## src/rtl/serial_adder_controller_if.sv

```systemverilog
// Handshake and operand/result bundle for the serial adder controller.
// master drives the request (start/subtract/a/b); slave returns status and results.
// WIDTH must match the controller's WIDTH.
interface serial_adder_controller_if #(
  parameter int WIDTH = 8
);
  logic             start;
  logic             subtract;
  logic [WIDTH-1:0] a;
  logic [WIDTH-1:0] b;
  logic             busy;
  logic             done;
  logic [WIDTH-1:0] sum;
  logic             carryout;
  logic             overflow;

  modport master (
    output start, subtract, a, b,
    input  busy, done, sum, carryout, overflow
  );

  modport slave (
    input  start, subtract, a, b,
    output busy, done, sum, carryout, overflow
  );
endinterface

```

## src/rtl/serial_adder_controller.sv

```systemverilog
// Bit-serial WIDTH-bit add/subtract built around one 1-bit full adder, LSB first.
// Latency: start sampled at E0, done pulses after edge E0+WIDTH; results held until the next completion.
// Backpressure: none; start is only honoured in IDLE/DONE and ignored while busy.
module serial_adder_controller #(
  parameter int WIDTH = 8
) (
  input logic                clk,
  input logic                reset,
  serial_adder_controller_if.slave bus
);
  localparam int CW = (WIDTH > 1) ? $clog2(WIDTH) : 1;

  typedef enum logic [1:0] {
    IDLE = 2'd0,
    RUN  = 2'd1,
    DONE = 2'd2
  } state_t;

  state_t           state;
  state_t           state_nx;
  logic [CW-1:0]    count;
  logic             carry;
  logic [WIDTH-1:0] a_sh;
  logic [WIDTH-1:0] b_sh;
  logic [WIDTH-1:0] s_sh;
  logic             fa_s;
  logic             fa_c;
  logic             last;

  // The single shared full adder cell; carry holds the carry into the current bit.
  assign fa_s = a_sh[0] ^ b_sh[0] ^ carry;
  assign fa_c = (a_sh[0] & b_sh[0]) | (carry & (a_sh[0] ^ b_sh[0]));
  assign last = (count == CW'(WIDTH - 1));

  // State register.
  always_ff @(posedge clk or posedge reset) begin
    if (reset) begin
      state <= IDLE;
    end else begin
      state <= state_nx;
    end
  end

  // Next-state and status outputs; DONE accepts a new start directly for back-to-back issue.
  always_comb begin
    state_nx = state;
    bus.busy = 1'b0;
    bus.done = 1'b0;
    case (state)
      IDLE: begin
        if (bus.start) state_nx = RUN;
      end
      RUN: begin
        bus.busy = 1'b1;
        if (last) state_nx = DONE;
      end
      DONE: begin
        bus.done = 1'b1;
        state_nx = bus.start ? RUN : IDLE;
      end
      default: state_nx = IDLE;
    endcase
  end

  // Operand capture, serial shift datapath and result registers updated only on entry to DONE.
  always_ff @(posedge clk or posedge reset) begin
    if (reset) begin
      count        <= '0;
      carry        <= 1'b0;
      a_sh         <= '0;
      b_sh         <= '0;
      s_sh         <= '0;
      bus.sum      <= '0;
      bus.carryout <= 1'b0;
      bus.overflow <= 1'b0;
    end else begin
      case (state)
        IDLE, DONE: begin
          if (bus.start) begin
            // Subtraction is a + ~b + 1: invert b and seed the carry with 1.
            a_sh  <= bus.a;
            b_sh  <= bus.subtract ? ~bus.b : bus.b;
            carry <= bus.subtract;
            count <= '0;
          end
        end
        RUN: begin
          a_sh  <= {1'b0, a_sh[WIDTH-1:1]};
          b_sh  <= {1'b0, b_sh[WIDTH-1:1]};
          s_sh  <= {fa_s, s_sh[WIDTH-1:1]};
          carry <= fa_c;
          count <= count + CW'(1);
          if (last) begin
            // On the MSB step carry is the carry into the MSB, so cout ^ carry is signed overflow.
            bus.sum      <= {fa_s, s_sh[WIDTH-1:1]};
            bus.carryout <= fa_c;
            bus.overflow <= fa_c ^ carry;
          end
        end
        default: ;
      endcase
    end
  end
endmodule
```

## src/flat_wrapper.sv

```systemverilog
// flat-port wrapper written by rule: the top's interface ports become plain ports
module serial_adder_controller_flat 
#(
  parameter int WIDTH = 8
)
  (clk, reset, bus_start, bus_subtract, bus_a, bus_b, bus_busy, bus_done, bus_sum, bus_carryout, bus_overflow);
  serial_adder_controller_if #(.WIDTH(WIDTH)) bus_i ();
  input logic clk;
  input logic reset;
  input wire logic [$bits(bus_i.start)-1:0] bus_start;
  input wire logic [$bits(bus_i.subtract)-1:0] bus_subtract;
  input wire logic [$bits(bus_i.a)-1:0] bus_a;
  input wire logic [$bits(bus_i.b)-1:0] bus_b;
  output wire logic [$bits(bus_i.busy)-1:0] bus_busy;
  output wire logic [$bits(bus_i.done)-1:0] bus_done;
  output wire logic [$bits(bus_i.sum)-1:0] bus_sum;
  output wire logic [$bits(bus_i.carryout)-1:0] bus_carryout;
  output wire logic [$bits(bus_i.overflow)-1:0] bus_overflow;
  assign bus_i.start = bus_start;
  assign bus_i.subtract = bus_subtract;
  assign bus_i.a = bus_a;
  assign bus_i.b = bus_b;
  assign bus_busy = bus_i.busy;
  assign bus_done = bus_i.done;
  assign bus_sum = bus_i.sum;
  assign bus_carryout = bus_i.carryout;
  assign bus_overflow = bus_i.overflow;
  serial_adder_controller #(.WIDTH(WIDTH)) u_core (.clk(clk), .reset(reset), .bus(bus_i));
endmodule
```

## config.mk

```make
export PLATFORM = sky130hd
export DESIGN_NAME = serial_adder_controller_flat
export DESIGN_NICKNAME = d
export VERILOG_FILES = /design/src/rtl/serial_adder_controller_if.sv /design/src/rtl/serial_adder_controller.sv /design/src/flat_wrapper.sv
export SDC_FILE = /design/constraint.sdc
export NUM_CORES = 1
export LEC_CHECK = 0
export ABC_AREA = 1
export CORE_MARGIN = 3
export CORE_UTILIZATION = 40
export DETAILED_ROUTE_END_ITERATION = 6
export GPL_ROUTABILITY_DRIVEN = 0
export SYNTH_ARGS = -nofsm -noshare
export SYNTH_HDL_FRONTEND = slang
export SYNTH_SLANG_ARGS = --single-unit
```

## constraint.sdc

```tcl
create_clock -name clk -period 1.7 [get_ports clk]
set_input_delay 0.51 -clock clk [delete_from_list [all_inputs] [get_ports clk]]
set_output_delay 0.51 -clock clk [all_outputs]
set_load 0.05 [all_outputs]
```

* Word-level counts from Yosys, hierarchy flattened
Cells that the tools add are included.
** Storage, ports and cells
- ROM bits :: 0
- RAM bits :: 0
- Bits of input ports :: 20
- Latch bits :: 0
- Output and inout port bits :: 12
- Register bits after elaboration :: 40
- Word-level logic and storage cells :: 44
- Memories kept :: 0
** Cells by class
- Equality and inequality tests :: 6
- Div/mod/pow operators :: 0
- Shift operators :: 0
- Reductions and logical operators :: 6
- Multipliers :: 0
- Multiplexer cells :: 15
- Add/subtract/negate cells :: 1
- Bitwise gates (word level) :: 7
- Magnitude comparators :: 0
** Operator list (count)
- one-hot mux 8 bit (2 select lines) :: 2
- two-way mux 8 bit :: 3
- inverter 8 bit :: 1
- one-hot mux 2 bit (3 select lines) :: 1
- one-hot mux 3 bit (2 select lines) :: 1
- AND reduction 2 bit :: 3
- two-way mux 1 bit :: 4
- two-way mux 2 bit :: 2
- != test 2 bit, second input constant :: 2
- adder 3 x 1 -> 3 bit, second input constant :: 1
- == test 3 bit, second input constant :: 1
- two-way mux 3 bit :: 1
- bitwise XOR 1 bit :: 3
- AND 1 bit :: 2
- == test 2 x 1 -> 1 bit, second input constant :: 1
- == test 2 bit, second input constant :: 1
- zero test 2 bit :: 1
- != test 2 x 1 -> 1 bit, second input constant :: 1
- one-hot mux 1 bit (2 select lines) :: 1
- nonzero test 2 bit :: 1
- OR reduction 2 bit :: 1
- bitwise OR 1 bit :: 1

* Depth between registers and ports, before layout
Gate-level depths: netlist (run 1).
- Word-level depth :: 4
- Gate-level depth with buffers :: 7
- Mapped depth without buffers :: 6

* Least setup slack after synthesis (run 1)
OpenSTA, ideal clock, no wires.
- Path type :: register to output
- From :: register u_core.state[0]
- To :: output bus_done
- Data arrival time :: 1.256 ns
- Slack :: -0.066 ns
- Data required time :: 1.190 ns
- Stages on the path, launching flop included :: 3
- Cells stage by stage :: dfrtp_1 -> buf_2 -> nor2_1
** On the way
- Longest elaborated chain between the ends :: 2
** Ends and longest elaborated chain
- start: declaration :: RTL line serial_adder_controller.sv:19 : state_t state;
- start signal: assignment :: RTL line serial_adder_controller.sv:40 : state <= state_nx;
- == test 2 bit :: RTL line serial_adder_controller.sv:49 : case (state)
- two-way mux 1 bit :: RTL line serial_adder_controller.sv:49
- end: declaration :: RTL line flat_wrapper.sv:15 : output wire logic [$bits(bus_i.done)-1:0] bus_done;
No other way between the ends.

* Worst setup path in the final report (run 1)
- From :: register u_core.state[1]
- To :: output bus_done
The elaborated chain is that of the path after synthesis.

==> flow_summary.toml, run 1 <==
[clock_network]
cts_buffers = 5
cts_setup_buffers = 0
cts.clk_slew.worst_paths_ps = 70
ctsHoldBuffers = 0
cts_root_buffer = "clkbuf_8"
cts_resized = 1
insertion_delay_ps = 290
clockBufferDepth = 2
cts_htree_levels = 2
cts.sinks = 39
cts_tree = "yes"

[floorplanning]
start_util_pct = 42.0
core_area_mm2 = 0.00438
num_io_pins = 32
dieArea_mm2 = 0.00545
die-width_um = 73.8
row_count = 24
dieHeight_um = 73.8

[global_route]
grt_pass1_wl_um = 6180
antenna_found_initial = 0
overflow = 0
grt_max_degree = 40
first_global_vias = 1404
grtUsageTotal_pct = 14.9

[finish]
mostFrequentLayoutCell = "nand2_1"
final_util_pct = 56.5
drive_gt1_share_pct = 14.9
area_delta_synth_final_pct = 34.5
diodes = 0
mostFrequentLayoutCells = "nand2_1 (104), nand3_1 (37), dfrtp_1 (37)"
final_nets = 291

[routing]
drtPass1Iterations = 4
drtIter0Drc = 88
wl_per_cell_um = 11.3
drc = 0
routed_via_density = 4.64
drtAntennaViolNets = 0
wl_um = 3640
vias = 1490

[sta]
worstMarginPinSlew_ps = 217
rsz0062_at_grt = "no"
clock_skew_ps = 2.33
period_share_pct = 96.0
fmax_mhz = 613
finalWorstSetupSlack_ps = 68.7
period_minus_slack_ps = 1630
slew_violations = 0
hold_viol = 0
setup_viol = 0
slew_headroom_pct = 85.5
setup_tns_ps = 0
hold_slack_ps = 475

[power]
irDropWorstVdd_uv = 686
power_density_mw_per_mm2 = 1890
leakage_nw = 1.30

[worst_setup_path]
crit_family = "flip-flops"
timing.rr.start = "u_core.count[0]"
crit_end = "bus_done"
cp-end-kind = "primary output"
startpoint = "u_core.state[1]"
critical_path_class = "reg -> out"
regToRegEndpoint = "u_core.bus.overflow"
slowest_stage = "dfrtp_2"
cp_max_fo = 10
r2r_cells = 7
r2r_slack_ps = 380
path_depth = 3
crit_chain = "inv_4, nor2_2, buf_12"
critPathArrivalTime_ps = 1120
crit_buf_inv = 2
cp-start-kind = "flip-flop"
worstPathRequired_ps = 1190
max_stage_delay_ps = 440

[logic_synthesis]
yosysWarningCount = 0
syn_avg_cell_area_um2 = 8.07
ys_ff_latch = 39
synth_cell_types = 19
syn_area_mm2 = 0.00184
syn_inst = 228
syn_nets = 251
seq_area_frac_synth_pct = 53.0

[placed_design]
port_buffers = 31
place_ws_ps = 81.2
hpwl_um = 2580

[status]
status = "complete, no violations"

[worst_hold_path]
whs_path_depth = 2
hp-start = "u_core.a_sh[6]"
hold_class = "reg -> reg"

[flow_run]
max-cap-violations = 0
[layout make-up]
class                   count  area (um^2)
multi-input cells         159          733
well taps                  52         65.1
flip-flops and latches     39          978
fillers                   400         1910
inverters                  23         88.8
repair buffers             40          510
clock buffers               8          100
[through the flow]
| stage | cells | total power [mW] | instance area (um^2) |
|---|---|---|---|
| final | 321 | 4.68 | 2480 |
| after global routing | 321 | 5.03 | 2480 |
| after CTS | 321 | 4.72 | 2470 |
| after detailed placement | 313 | 4.03 | 2370 |
| after global placement | 313 | 3.99 | 2370 |
| after floorplan | 228 | 3.12 | 1840 |
[routing by layer]
metal / vias to the layer above / part of all wire, % / wire, um / track usage (%)
li1: 786 / - / - / -
met1: 677 / 48 / 1740 / 19.3
met2: 23 / 47 / 1710 / 23.0
met3: 4 / 3.9 / 142 / 5.06
met4: 0 / 1.3 / 48 / 5.43
met5: - / 0 / 0 / 0
[cell usage after synthesis]
cell	instances	area (um^2)
nand2_1	104	390
dfrtp_1	39	976
nand3_1	37	185
inv_1	20	75.1
buf_4	3	22.5
inv_2	3	11.3
nor2_1	3	11.3
o21ai_0	3	15.0
buf_2	2	10.0
ha_1	2	25.0
nand2_2	2	12.5
nand2_4	2	22.5
xor2_1	2	17.5
a21oi_1	1	5.00
buf_6	1	11.3
clkbuf_1	1	3.75
fa_1	1	20.0
nor2_2	1	6.26
nor2_8	1	20.0
[registers in the layout (all words and copies together) (netlist names)]
name / count
u_core.a_sh: 8
u_core.b_sh: 8
u_core.bus.sum: 8
u_core.s_sh: 7
u_core.count: 3
u_core.state: 2
u_core.bus.carryout: 1
u_core.bus.overflow: 1
u_core.carry: 1
[worst min path at each step]
stage          slack (ps)                 to
5_1_grt               490     u_core.a_sh[4]
2_1_floorplan         440  u_core.bus.sum[0]
6_report              480     u_core.a_sh[6]
3_3_place_gp          460  u_core.bus.sum[5]
4_1_cts               480     u_core.a_sh[4]
3_5_place_dp          460     u_core.a_sh[4]
[logic make-up (layout without fill, tap and decap cells)]
group	count (synthesis)	after routing	share of synthesized area, %
AOI/OAI and AO/OA	4	4	1.09
xor gates and xnor gates	2	2	0.952
adders and majority gates	3	3	2.45
buffers and inverters	30	71	7.27
DFF	39	39	53.0
and+or+nand+nor	150	150	35.2
[power breakdown]
part	internal (mW)	total, mW	switching [mW]	leakage, nW
logic	1.00	2.30	1.30	0.761
clock network	0.370	0.681	0.311	0.0515
registers	1.36	1.69	0.333	0.489
[worst min-delay path, stage by stage, from the launching register on]
cell and delay, ps:
dfrtp_1 350, nand2_1 50, nand2_1 40
Note: power is estimated with default switching activity, not from simulation.
==> run 2, diff against run 1 <==
Settings changed: CTS_CLUSTER_SIZE set to 10.
==> results of run 2 <==
The final DEF is identical to that of run 1; final timing and power are the same.
